**src/rtl/layer_result_writer_pkg.sv**
```systemverilog
// Shared definitions for the layer result writer: FSM encoding and width helpers.
package layer_result_writer_pkg;

  // Controller states; encodings are fixed so other layers can decode them.
  typedef enum logic [1:0] {
    LRW_IDLE  = 2'd0,
    LRW_FILL  = 2'd1,
    LRW_FULL  = 2'd2,
    LRW_DRAIN = 2'd3
  } lrw_state_e;

  localparam int LRW_BIT_WIDTH_DEF  = 32;
  localparam int LRW_EXTRA_BITS_DEF = 2;
  localparam int LRW_DEPTH_DEF      = 2;

  // Stored word: flag bits sit above the IEEE-754 payload.
  function automatic int lrw_word_w(input int bit_width, input int extra_bits);
    return bit_width + extra_bits;
  endfunction

  // Memory address width; a single-entry memory still needs one address bit.
  function automatic int lrw_addr_w(input int depth);
    return (depth > 1) ? $clog2(depth) : 1;
  endfunction

  // Counter width able to hold the value DEPTH itself.
  function automatic int lrw_count_w(input int depth);
    return $clog2(depth + 1);
  endfunction

endpackage

```
**src/rtl/layer_result_writer_if.sv**
```systemverilog
// Bus between a result producer/consumer and the layer result writer.
interface layer_result_writer_if
  import layer_result_writer_pkg::*;
#(
  parameter int BIT_WIDTH  = LRW_BIT_WIDTH_DEF,
  parameter int EXTRA_BITS = LRW_EXTRA_BITS_DEF,
  parameter int DEPTH      = LRW_DEPTH_DEF
) ();

  localparam int WORD_W = lrw_word_w(BIT_WIDTH, EXTRA_BITS);
  localparam int CNT_W  = lrw_count_w(DEPTH);

  logic              START;
  logic              IN_VALID;
  logic [WORD_W-1:0] IN_DATA;
  logic              DRAIN_REQ;
  logic [WORD_W-1:0] MEM_OUT;
  logic              OUT_VALID;
  logic [CNT_W-1:0]  COUNT;
  logic              FULL;
  logic              DONE;
  logic              OVERFLOW;

  // Producer / consumer side.
  modport master (
    output START, IN_VALID, IN_DATA, DRAIN_REQ,
    input  MEM_OUT, OUT_VALID, COUNT, FULL, DONE, OVERFLOW
  );

  // Writer side.
  modport slave (
    input  START, IN_VALID, IN_DATA, DRAIN_REQ,
    output MEM_OUT, OUT_VALID, COUNT, FULL, DONE, OVERFLOW
  );

endinterface

```
**src/rtl/layer_result_writer_result_ram.sv**
```systemverilog
// Result storage: DEPTH x word array, one synchronous write port, one registered read port.
module result_ram
  import layer_result_writer_pkg::*;
#(
  parameter int WORD_W = 34,
  parameter int DEPTH  = 2,
  parameter int ADDR_W = lrw_addr_w(DEPTH)
) (
  input  logic              CLK,
  input  logic              RESET,
  input  logic              i_wr_en,
  input  logic [ADDR_W-1:0] i_wr_addr,
  input  logic [WORD_W-1:0] i_wr_data,
  input  logic              i_rd_en,
  input  logic [ADDR_W-1:0] i_rd_addr,
  output logic [WORD_W-1:0] o_rd_data
);

  logic [WORD_W-1:0] r_mem [DEPTH];
  logic [WORD_W-1:0] r_rd_data;

  // Array write; contents deliberately survive reset.
  always_ff @(posedge CLK) begin
    if (i_wr_en) begin
      r_mem[i_wr_addr] <= i_wr_data;
    end
  end

  // Read register; it holds its value when no read is issued, so the last streamed word persists.
  always_ff @(posedge CLK) begin
    if (!RESET) begin
      r_rd_data <= '0;
    end else if (i_rd_en) begin
      r_rd_data <= r_mem[i_rd_addr];
    end
  end

  assign o_rd_data = r_rd_data;

endmodule

```
**src/rtl/layer_result_writer.sv**
```systemverilog
// Capture buffer for accumulated layer results, drained back out one word per cycle.
module layer_result_writer
  import layer_result_writer_pkg::*;
#(
  parameter int BIT_WIDTH  = LRW_BIT_WIDTH_DEF,
  parameter int EXTRA_BITS = LRW_EXTRA_BITS_DEF,
  parameter int DEPTH      = LRW_DEPTH_DEF
) (
  input logic                  CLK,
  input logic                  RESET,
  layer_result_writer_if.slave bus
);

  localparam int WORD_W = lrw_word_w(BIT_WIDTH, EXTRA_BITS);
  localparam int ADDR_W = lrw_addr_w(DEPTH);
  localparam int CNT_W  = lrw_count_w(DEPTH);
  localparam logic [CNT_W-1:0] DEPTH_C = CNT_W'(DEPTH);
  localparam logic [CNT_W-1:0] ONE_C   = CNT_W'(1);

  lrw_state_e       r_state;
  logic [CNT_W-1:0] r_wr_ptr;
  logic [CNT_W-1:0] r_rd_ptr;
  logic [CNT_W-1:0] r_count;
  logic             r_out_valid;
  logic             r_full;
  logic             r_done;
  logic             r_overflow;

  logic              w_wr_en;
  logic [ADDR_W-1:0] w_wr_addr;
  logic              w_rd_en;
  logic [ADDR_W-1:0] w_rd_addr;
  logic              w_last_write;
  logic [WORD_W-1:0] w_rd_data;

  // Memory port control; reset suppresses any write or read on the aborting edge.
  always_comb begin
    w_wr_en      = RESET && (r_state == LRW_FILL) && bus.IN_VALID;
    w_wr_addr    = r_wr_ptr[ADDR_W-1:0];
    w_last_write = w_wr_en && (r_wr_ptr == (DEPTH_C - ONE_C));
    w_rd_en      = 1'b0;
    w_rd_addr    = '0;
    if (RESET) begin
      if ((r_state == LRW_FULL) && bus.DRAIN_REQ) begin
        w_rd_en   = 1'b1;
        w_rd_addr = '0;
      end else if ((r_state == LRW_DRAIN) && (r_rd_ptr != DEPTH_C)) begin
        w_rd_en   = 1'b1;
        w_rd_addr = r_rd_ptr[ADDR_W-1:0];
      end
    end
  end

  result_ram #(
    .WORD_W (WORD_W),
    .DEPTH  (DEPTH),
    .ADDR_W (ADDR_W)
  ) u_result_ram (
    .CLK       (CLK),
    .RESET     (RESET),
    .i_wr_en   (w_wr_en),
    .i_wr_addr (w_wr_addr),
    .i_wr_data (bus.IN_DATA),
    .i_rd_en   (w_rd_en),
    .i_rd_addr (w_rd_addr),
    .o_rd_data (w_rd_data)
  );

  // Controller FSM: pointers, count and all status flags registered here.
  always_ff @(posedge CLK) begin
    if (!RESET) begin
      r_state     <= LRW_IDLE;
      r_wr_ptr    <= '0;
      r_rd_ptr    <= '0;
      r_count     <= '0;
      r_out_valid <= 1'b0;
      r_full      <= 1'b0;
      r_done      <= 1'b0;
      r_overflow  <= 1'b0;
    end else begin
      r_done <= 1'b0;
      case (r_state)
        LRW_IDLE: begin
          // START wins over a coincident IN_VALID: arm only, no write, no overflow.
          if (bus.START) begin
            r_state  <= LRW_FILL;
            r_wr_ptr <= '0;
            r_count  <= '0;
          end else if (bus.IN_VALID) begin
            r_overflow <= 1'b1;
          end
        end
        LRW_FILL: begin
          if (bus.IN_VALID) begin
            r_wr_ptr <= r_wr_ptr + ONE_C;
            r_count  <= r_count + ONE_C;
            if (w_last_write) begin
              r_state <= LRW_FULL;
              r_full  <= 1'b1;
            end
          end
        end
        LRW_FULL: begin
          if (bus.IN_VALID) begin
            r_overflow <= 1'b1;
          end
          // Entry 0 is read on this same edge, so the first word appears one edge after the request.
          if (bus.DRAIN_REQ) begin
            r_state     <= LRW_DRAIN;
            r_full      <= 1'b0;
            r_out_valid <= 1'b1;
            r_rd_ptr    <= ONE_C;
          end
        end
        LRW_DRAIN: begin
          if (bus.IN_VALID) begin
            r_overflow <= 1'b1;
          end
          if (r_rd_ptr == DEPTH_C) begin
            r_state     <= LRW_IDLE;
            r_out_valid <= 1'b0;
            r_done      <= 1'b1;
            r_count     <= '0;
          end else begin
            r_rd_ptr <= r_rd_ptr + ONE_C;
          end
        end
        default: begin
          r_state <= LRW_IDLE;
        end
      endcase
    end
  end

  assign bus.MEM_OUT   = w_rd_data;
  assign bus.OUT_VALID = r_out_valid;
  assign bus.COUNT     = r_count;
  assign bus.FULL      = r_full;
  assign bus.DONE      = r_done;
  assign bus.OVERFLOW  = r_overflow;

endmodule

```
**src/flat_wrapper.sv**
```systemverilog
// flat-port wrapper written by rule: the top's interface ports become plain ports
module layer_result_writer_flat import layer_result_writer_pkg::*;
#(
  parameter int BIT_WIDTH  = LRW_BIT_WIDTH_DEF,
  parameter int EXTRA_BITS = LRW_EXTRA_BITS_DEF,
  parameter int DEPTH      = LRW_DEPTH_DEF
)
  (CLK, RESET, bus_START, bus_IN_VALID, bus_IN_DATA, bus_DRAIN_REQ, bus_MEM_OUT, bus_OUT_VALID, bus_COUNT, bus_FULL, bus_DONE, bus_OVERFLOW);
  layer_result_writer_if #(.BIT_WIDTH(BIT_WIDTH), .EXTRA_BITS(EXTRA_BITS), .DEPTH(DEPTH)) bus_i ();
  input logic CLK;
  input logic RESET;
  input wire logic [$bits(bus_i.START)-1:0] bus_START;
  input wire logic [$bits(bus_i.IN_VALID)-1:0] bus_IN_VALID;
  input wire logic [$bits(bus_i.IN_DATA)-1:0] bus_IN_DATA;
  input wire logic [$bits(bus_i.DRAIN_REQ)-1:0] bus_DRAIN_REQ;
  output wire logic [$bits(bus_i.MEM_OUT)-1:0] bus_MEM_OUT;
  output wire logic [$bits(bus_i.OUT_VALID)-1:0] bus_OUT_VALID;
  output wire logic [$bits(bus_i.COUNT)-1:0] bus_COUNT;
  output wire logic [$bits(bus_i.FULL)-1:0] bus_FULL;
  output wire logic [$bits(bus_i.DONE)-1:0] bus_DONE;
  output wire logic [$bits(bus_i.OVERFLOW)-1:0] bus_OVERFLOW;
  assign bus_i.START = bus_START;
  assign bus_i.IN_VALID = bus_IN_VALID;
  assign bus_i.IN_DATA = bus_IN_DATA;
  assign bus_i.DRAIN_REQ = bus_DRAIN_REQ;
  assign bus_MEM_OUT = bus_i.MEM_OUT;
  assign bus_OUT_VALID = bus_i.OUT_VALID;
  assign bus_COUNT = bus_i.COUNT;
  assign bus_FULL = bus_i.FULL;
  assign bus_DONE = bus_i.DONE;
  assign bus_OVERFLOW = bus_i.OVERFLOW;
  layer_result_writer #(.BIT_WIDTH(BIT_WIDTH), .EXTRA_BITS(EXTRA_BITS), .DEPTH(DEPTH)) u_core (.CLK(CLK), .RESET(RESET), .bus(bus_i));
endmodule
```
**config.mk**
```make
export PLATFORM = sky130hd
export DESIGN_NAME = layer_result_writer_flat
export DESIGN_NICKNAME = d
export VERILOG_FILES = /design/src/rtl/layer_result_writer_pkg.sv /design/src/rtl/layer_result_writer_if.sv /design/src/rtl/layer_result_writer_result_ram.sv /design/src/rtl/layer_result_writer.sv /design/src/flat_wrapper.sv
export SDC_FILE = /design/constraint.sdc
export NUM_CORES = 1
export LEC_CHECK = 0
export CAP_MARGIN = 5
export CORE_MARGIN = 8
export CORE_UTILIZATION = 34
export CTS_CLUSTER_SIZE = 40
export DETAILED_ROUTE_END_ITERATION = 6
export PLACE_DENSITY = 0.56
export SYNTH_ARGS = -nofsm -noshare
export SYNTH_HDL_FRONTEND = slang
export SYNTH_HIERARCHICAL = 1
export SYNTH_SLANG_ARGS = --single-unit
export TNS_END_PERCENT = 50
```
**constraint.sdc**
```tcl
create_clock -name CLK -period 5.1 [get_ports CLK]
set_clock_uncertainty 0.05 [all_clocks]
set_input_delay 1.02 -clock CLK [delete_from_list [all_inputs] [get_ports CLK]]
set_output_delay 1.02 -clock CLK [all_outputs]
set_load 0.1 [all_outputs]
```
## Word level (Yosys, flattened, before mapping)

Memories as Yosys holds them, arrays and structs flattened. A register that Yosys moved wholly into a read port is not among the register bits.
Cells that the tools add are included.
Widths: inputs -> output; s select.

- Bits in registers: 12
- Latch bits: 0
- Bits in writable memories: 68
- Bits in read-only memories: 0
- Bits of input ports: 39
- Output and inout port bits: 40
- Memories kept: 1

- Add/sub/neg operators: 3
- $mul: 0
- Divide/modulo/power cells: 0
- Order comparisons: 0
- Equality and inequality tests: 13
- Shift-type cells: 0
- Multiplexer cells: 33
- Bitwise logic cells: 0
- Reductions and logical operators: 21

Memories:

| name | depth | bits a word | read ports | clocked after Yosys merged registers in | wr ports | RTL line | RTL |
|---|---|---|---|---|---|---|---|
| u_core.u_result_ram.r_mem | 2 | 34 | 1 | 1 | 1 | layer_result_writer_result_ram.sv:19 | `logic [WORD_W-1:0] r_mem [DEPTH];` |

Operators by type and width:

| kind | count |
|---|---|
| $mux 2 | 10 |
| $mux 1 | 16 |
| $ne 2x2->1 const B | 7 |
| $reduce_and 3->1 | 3 |
| $pmux 2 s2 | 2 |
| $pmux 2 s4 | 1 |
| $reduce_and 4->1 | 2 |
| $reduce_bool 2->1 | 4 |
| $add 2x1->2 const B | 3 |
| $eq 2x2->1 const B | 3 |
| $pmux 1 s2 | 3 |
| $pmux 2 s3 | 1 |
| $logic_and 1x1->1 | 5 |
| $reduce_and 5->1 | 1 |
| $eq 2x1->1 const B | 2 |
| $reduce_and 2->1 | 2 |
| $reduce_bool 3->1 | 1 |
| $logic_not 2->1 | 1 |
| $ne 2x1->1 const B | 1 |
| $reduce_or 2->1 | 1 |
| $logic_not 1->1 | 1 |

## Longest topological paths before layout

- Depth in word-level cells: 7
- Gate-level depth with buffers: 8

## Modules after synthesis

Netlist, hierarchy kept.

Modules (own cells, without submodules):

| module | times used | cells each | area an instance (µm²) | seq. area each (µm²) |
|---|---|---|---|---|
| result_ram | 1 | 220 | 3530.9 | 2722.6 |
| layer_result_writer | 1 | 91 | 753.2 | 240.2 |

## Worst setup path before layout

Ideal clock, no wire load.

- Path type: input to register
- From: input port RESET
- To: memory u_core.u_result_ram.r_mem[0][0] (enable)
- Data arrival time: 2.890 ns
- Slack: 1.731 ns
- Stages: 3
- Path buffers: 1
- Cell sequence: buf_2 -> and3_1 -> nor2b_1

- Cells in the longest elaborated chain, start to end: 4

Ends and longest elaborated chain:

| item | RTL line | RTL |
|---|---|---|
| start: declaration | flat_wrapper.sv:11 | `input logic RESET;` |
| $logic_and 1x1->1 (2 in series) | layer_result_writer.sv:38 | `w_wr_en = RESET && (r_state == LRW_FILL) && bus.IN_VALID;` |
| named net u_core.w_wr_en | layer_result_writer.sv:29 | `logic w_wr_en;` |
| $mux 1 | layer_result_writer_result_ram.sv:24 | `if (i_wr_en) begin` |
| $mux 1 (not written as such) | layer_result_writer_result_ram.sv:25 | `r_mem[i_wr_addr] <= i_wr_data;` |
| end: declaration | layer_result_writer_result_ram.sv:19 |  |

The timed path passes the listed nets, and every way through them passes these cells.

## Final worst setup path

- From: register u_core.r_count[0], in the netlist u_core/bus.COUNT[0]
- To: output port bus_COUNT[0]

RTL lines:

| item | RTL line | RTL |
|---|---|---|
| start: declaration | layer_result_writer.sv:23 | `logic [CNT_W-1:0] r_count;` |
| start signal: assignment | layer_result_writer.sv:96 | `r_count <= r_count + ONE_C;` |
| end: declaration | flat_wrapper.sv:18 | `output wire logic [$bits(bus_i.COUNT)-1:0] bus_COUNT;` |

No word-level cell between the ends.

==> key figures <==
Pwr
  • Leakage power: 0.001980 uW
  • PwrDens: 540.1 nW/um2
  • Peak VDD IR: 0.2055 mV

CTS
  • Max Buffers Root-to-Sink: 2
  • Number of levels the H-tree was split into: 4
  • Post-CTS Resized: 0
  • Root buffer cell: clkbuf_16
  • CTS tree: yes
  • Total clock buffers created by CTS: 17
  • Post-CTS Setup Repair Bufs: 0
  • Clock latency on the worst-skew pair: 0.40 ns
  • Total clock sinks: 114
  • Number of hold buffers added after cts: 0
  • Clock-pin slew on the worst setup and hold paths: 0.05 ns

Floorplanning
  • Number of ports placed on the die boundary: 79
  • Die Footprint: 16,450 um2
  • Starting Density: 34.37%
  • Vertical die dimension: 128.3 um
  • Die width: 128.3 um
  • FP Rows: 41
  • Core area: 12,470 um2

Worst setup path
  • Count of cells along the worst register-to-register path: 7
  • Critical path cell sequence: clkdlybuf4s50_1
  • Critical path data arrival time: 1.91 ns
  • Number of cells on the critical path: 1
  • Dominant delay contributor by cell family on the critical path: buffers and inverters
  • Startpoint of the worst setup timing path: u_core/bus.COUNT[0]
  • Maximum fanout encountered on the critical timing path: 4
  • Kind of start point of the critical path: flip-flop
  • Required time at the worst-slack endpoint: 4.03 ns
  • Worst flop-to-flop path startpoint: u_core/r_state[1]
  • Slowest cell on the critical path: clkdlybuf4s50_1
  • Kind of critical path: flip-flop to primary output
  • Delay contributed by the slowest stage of the critical path: 1.15 ns
  • Endpoint of the most critical setup path: bus_COUNT[0]
  • Worst path bufs/invs: 1
  • Minimum setup slack among reg-to-reg paths: 2.50 ns
  • Worst reg2reg endpoint: u_core/u_result_ram/o_rd_data[4]
  • Kind of end point of the critical path: primary output

Synthesis
  • Number of distinct standard cells referenced by the synthesized netlist: 36
  • Register bit total from synthesis: 114
  • Sequential-to-total area share from yosys stat: 69.16%
  • Number of flops mapped to enable cells by yosys: 68
  • Cell area after technology mapping: 4284 um2
  • Mapped Nets: 357
  • Mean area per synthesized cell: 13.78 um2
  • Async S/R FF share, synth: 0%
  • Predominant post-synthesis flop cell: edfxtp_1
  • Number of synthesis warnings: 6
  • Synth Instances: 311

Run status
  • Status: complete, no violations

Global route
  • Overflow after GRT: 0
  • Maximum number of pins on one net before global-route repair: 54
  • Wire length of the first global-routing pass: 13,630 um
  • Number of antenna violations at the first check in global routing: 0
  • Number of global-route vias before repair: 2,735
  • Overall routing resource usage: 10.93%

Routing
  • Final Routed Wirelength: 8367 um
  • DRT Pass-1 Iters: 4
  • Via count: 2,655
  • Average wire per standard cell: 14.45 um
  • Post-detailed-route DRC marker count: 0
  • Iteration-0 DRC Markers: 120
  • Remaining antenna violation count after routing: 0
  • DR vias/cell: 4.585

Cells and area
  • Commonest non-fill, non-tap cell in the layout: clkdlybuf4s50_1
  • Area delta synth->final: 36.13%
  • Fraction of final layout cells sized beyond drive strength 1: 10.07%
  • Cell Count, Final, Fillers Out: 579
  • Number of antenna diodes: 0
  • Final net count: 440
  • Commonest non-fill, non-tap cells in the layout: clkdlybuf4s50_1, edfxtp_1, dfxtp_1
  • Design Area, Final: 5832 um2

Worst hold path
  • Hold path start: u_core/bus.COUNT[1]
  • Path type of the worst min-delay path: flip-flop to flip-flop

Flow run
  • Max-cap viol count: 0

Timing
  • Maximum clock rate: 335.8 MHz
  • Setup Viol. Count Final: 0
  • Count of final hold-check violations: 0
  • Final-layout worst hold slack: 0.4237 ns
  • Actual slew at the worst max-slew pin: 1.062 ns
  • Unrepaired setup endpoints after global routing: false
  • Final Slew Violations: 0
  • Final critical delay including setup and external delays: 2.978 ns
  • Final period utilization: 58.40%
  • Relative slew slack: 29.05%
  • Total negative slack: 0 ns

Place
  • Half-perimeter wire length after placement: 5321 um
  • GP Congestion: 0.7180
  • Cell area reported after detailed placement: 5191 um2
  • Placed cell count: 547
  • IO buf count: 78
[stage by stage]
step | setup WS [ns] | util [%] | total power (uW)
final | 2.122 | 46.78 | 3150
after CTS | 2.090 | 46.78 | 3185
after floorplan | 1.731 | - | 1720
after global placement | 1.762 | 41.64 | 1908
after detailed placement | 1.702 | 41.64 | 1917
after global routing | 1.958 | 46.78 | 3281
[routing by layer]
layer | global-route usage (%) | wire length (um) | up-vias
met2 | 17.61 | 4082 | 63
met5 | 0 | 0 | -
met3 | 4.742 | 570 | 11
met1 | 12.00 | 3608 | 1261
li1 | - | - | 1320
met4 | 5.664 | 106 | 0
[registers in the layout, summed over array words and instances, names as in the netlist, 2 cells and up]
signal                         flops
u_core/r_state                     2
u_core/r_wr_ptr                    2
u_core/r_rd_ptr                    2
u_core/u_result_ram/o_rd_data     34
u_core/bus.COUNT                   2
u_core/u_result_ram/r_mem         68
[synth_stat cells, drive strengths merged, types with 5 or more instances]
cell type / count / area, um2
nor2b: 11 / 71.32
nand2: 10 / 37.54
nor2: 6 / 22.52
clkbuf: 6 / 22.52
edfxtp: 68 / 2042
mux2i: 36 / 360.4
buf: 11 / 106.4
a21oi: 41 / 205.2
inv: 5 / 18.77
dfxtp: 46 / 920.9
o21ai: 41 / 205.2
ha: 7 / 87.58
[kinds of logic (layout without fill, tap and decap cells)]
kind of cell | count (synthesis) | count (layout) | share of synthesized area (%)
multiplexers | 37 | 37 | 8.674
AND/OR/NAND/NOR | 42 | 42 | 5.841
flip-flops | 114 | 114 | 69.16
adder cells (fa/ha/maj) | 7 | 7 | 2.044
AO/OA/AOI/OAI | 89 | 89 | 10.84
buffers and inverters | 22 | 118 | 3.446
[worst min-delay path by stage]
| stage | endpoint | cells after the start |
|---|---|---|
| after detailed placement | u_core/bus.COUNT[1] | 2 |
| final | u_core/bus.COUNT[1] | 2 |
| after CTS | u_core/bus.COUNT[1] | 2 |
| after global placement | u_core/bus.COUNT[1] | 2 |
| after global routing | u_core/bus.COUNT[1] | 2 |
| after floorplan | u_core/r_rd_ptr[1] | 2 |
[area by class of cell]
| class | count | area (um2) |
|---|---|---|
| Sequential cell | 114 | 2963 |
| Tap cell | 172 | 215.2 |
| Inverter | 5 | 18.77 |
| Clock inverter | 9 | 151.4 |
| Timing Repair Buffer | 81 | 798.3 |
| Clock buffer | 23 | 489.2 |
| Multi-Input combinational cell | 175 | 1196 |
| Fill cell | 1145 | 6634 |
[power breakdown]
part	leakage (uW)	switching (uW)	internal, uW
sequential	0.000986	44.5	1070
combinational	0.000681	562	215
clock	0.000312	387	870
total	0.00198	993	2160
[tightest hold or removal path, stage by stage, from the launching register on]
cell	delay [ns]
dfxtp_1	0.32
nand2_1	0.06
o21ai_1	0.05
Power figures use the tool's default switching activity.
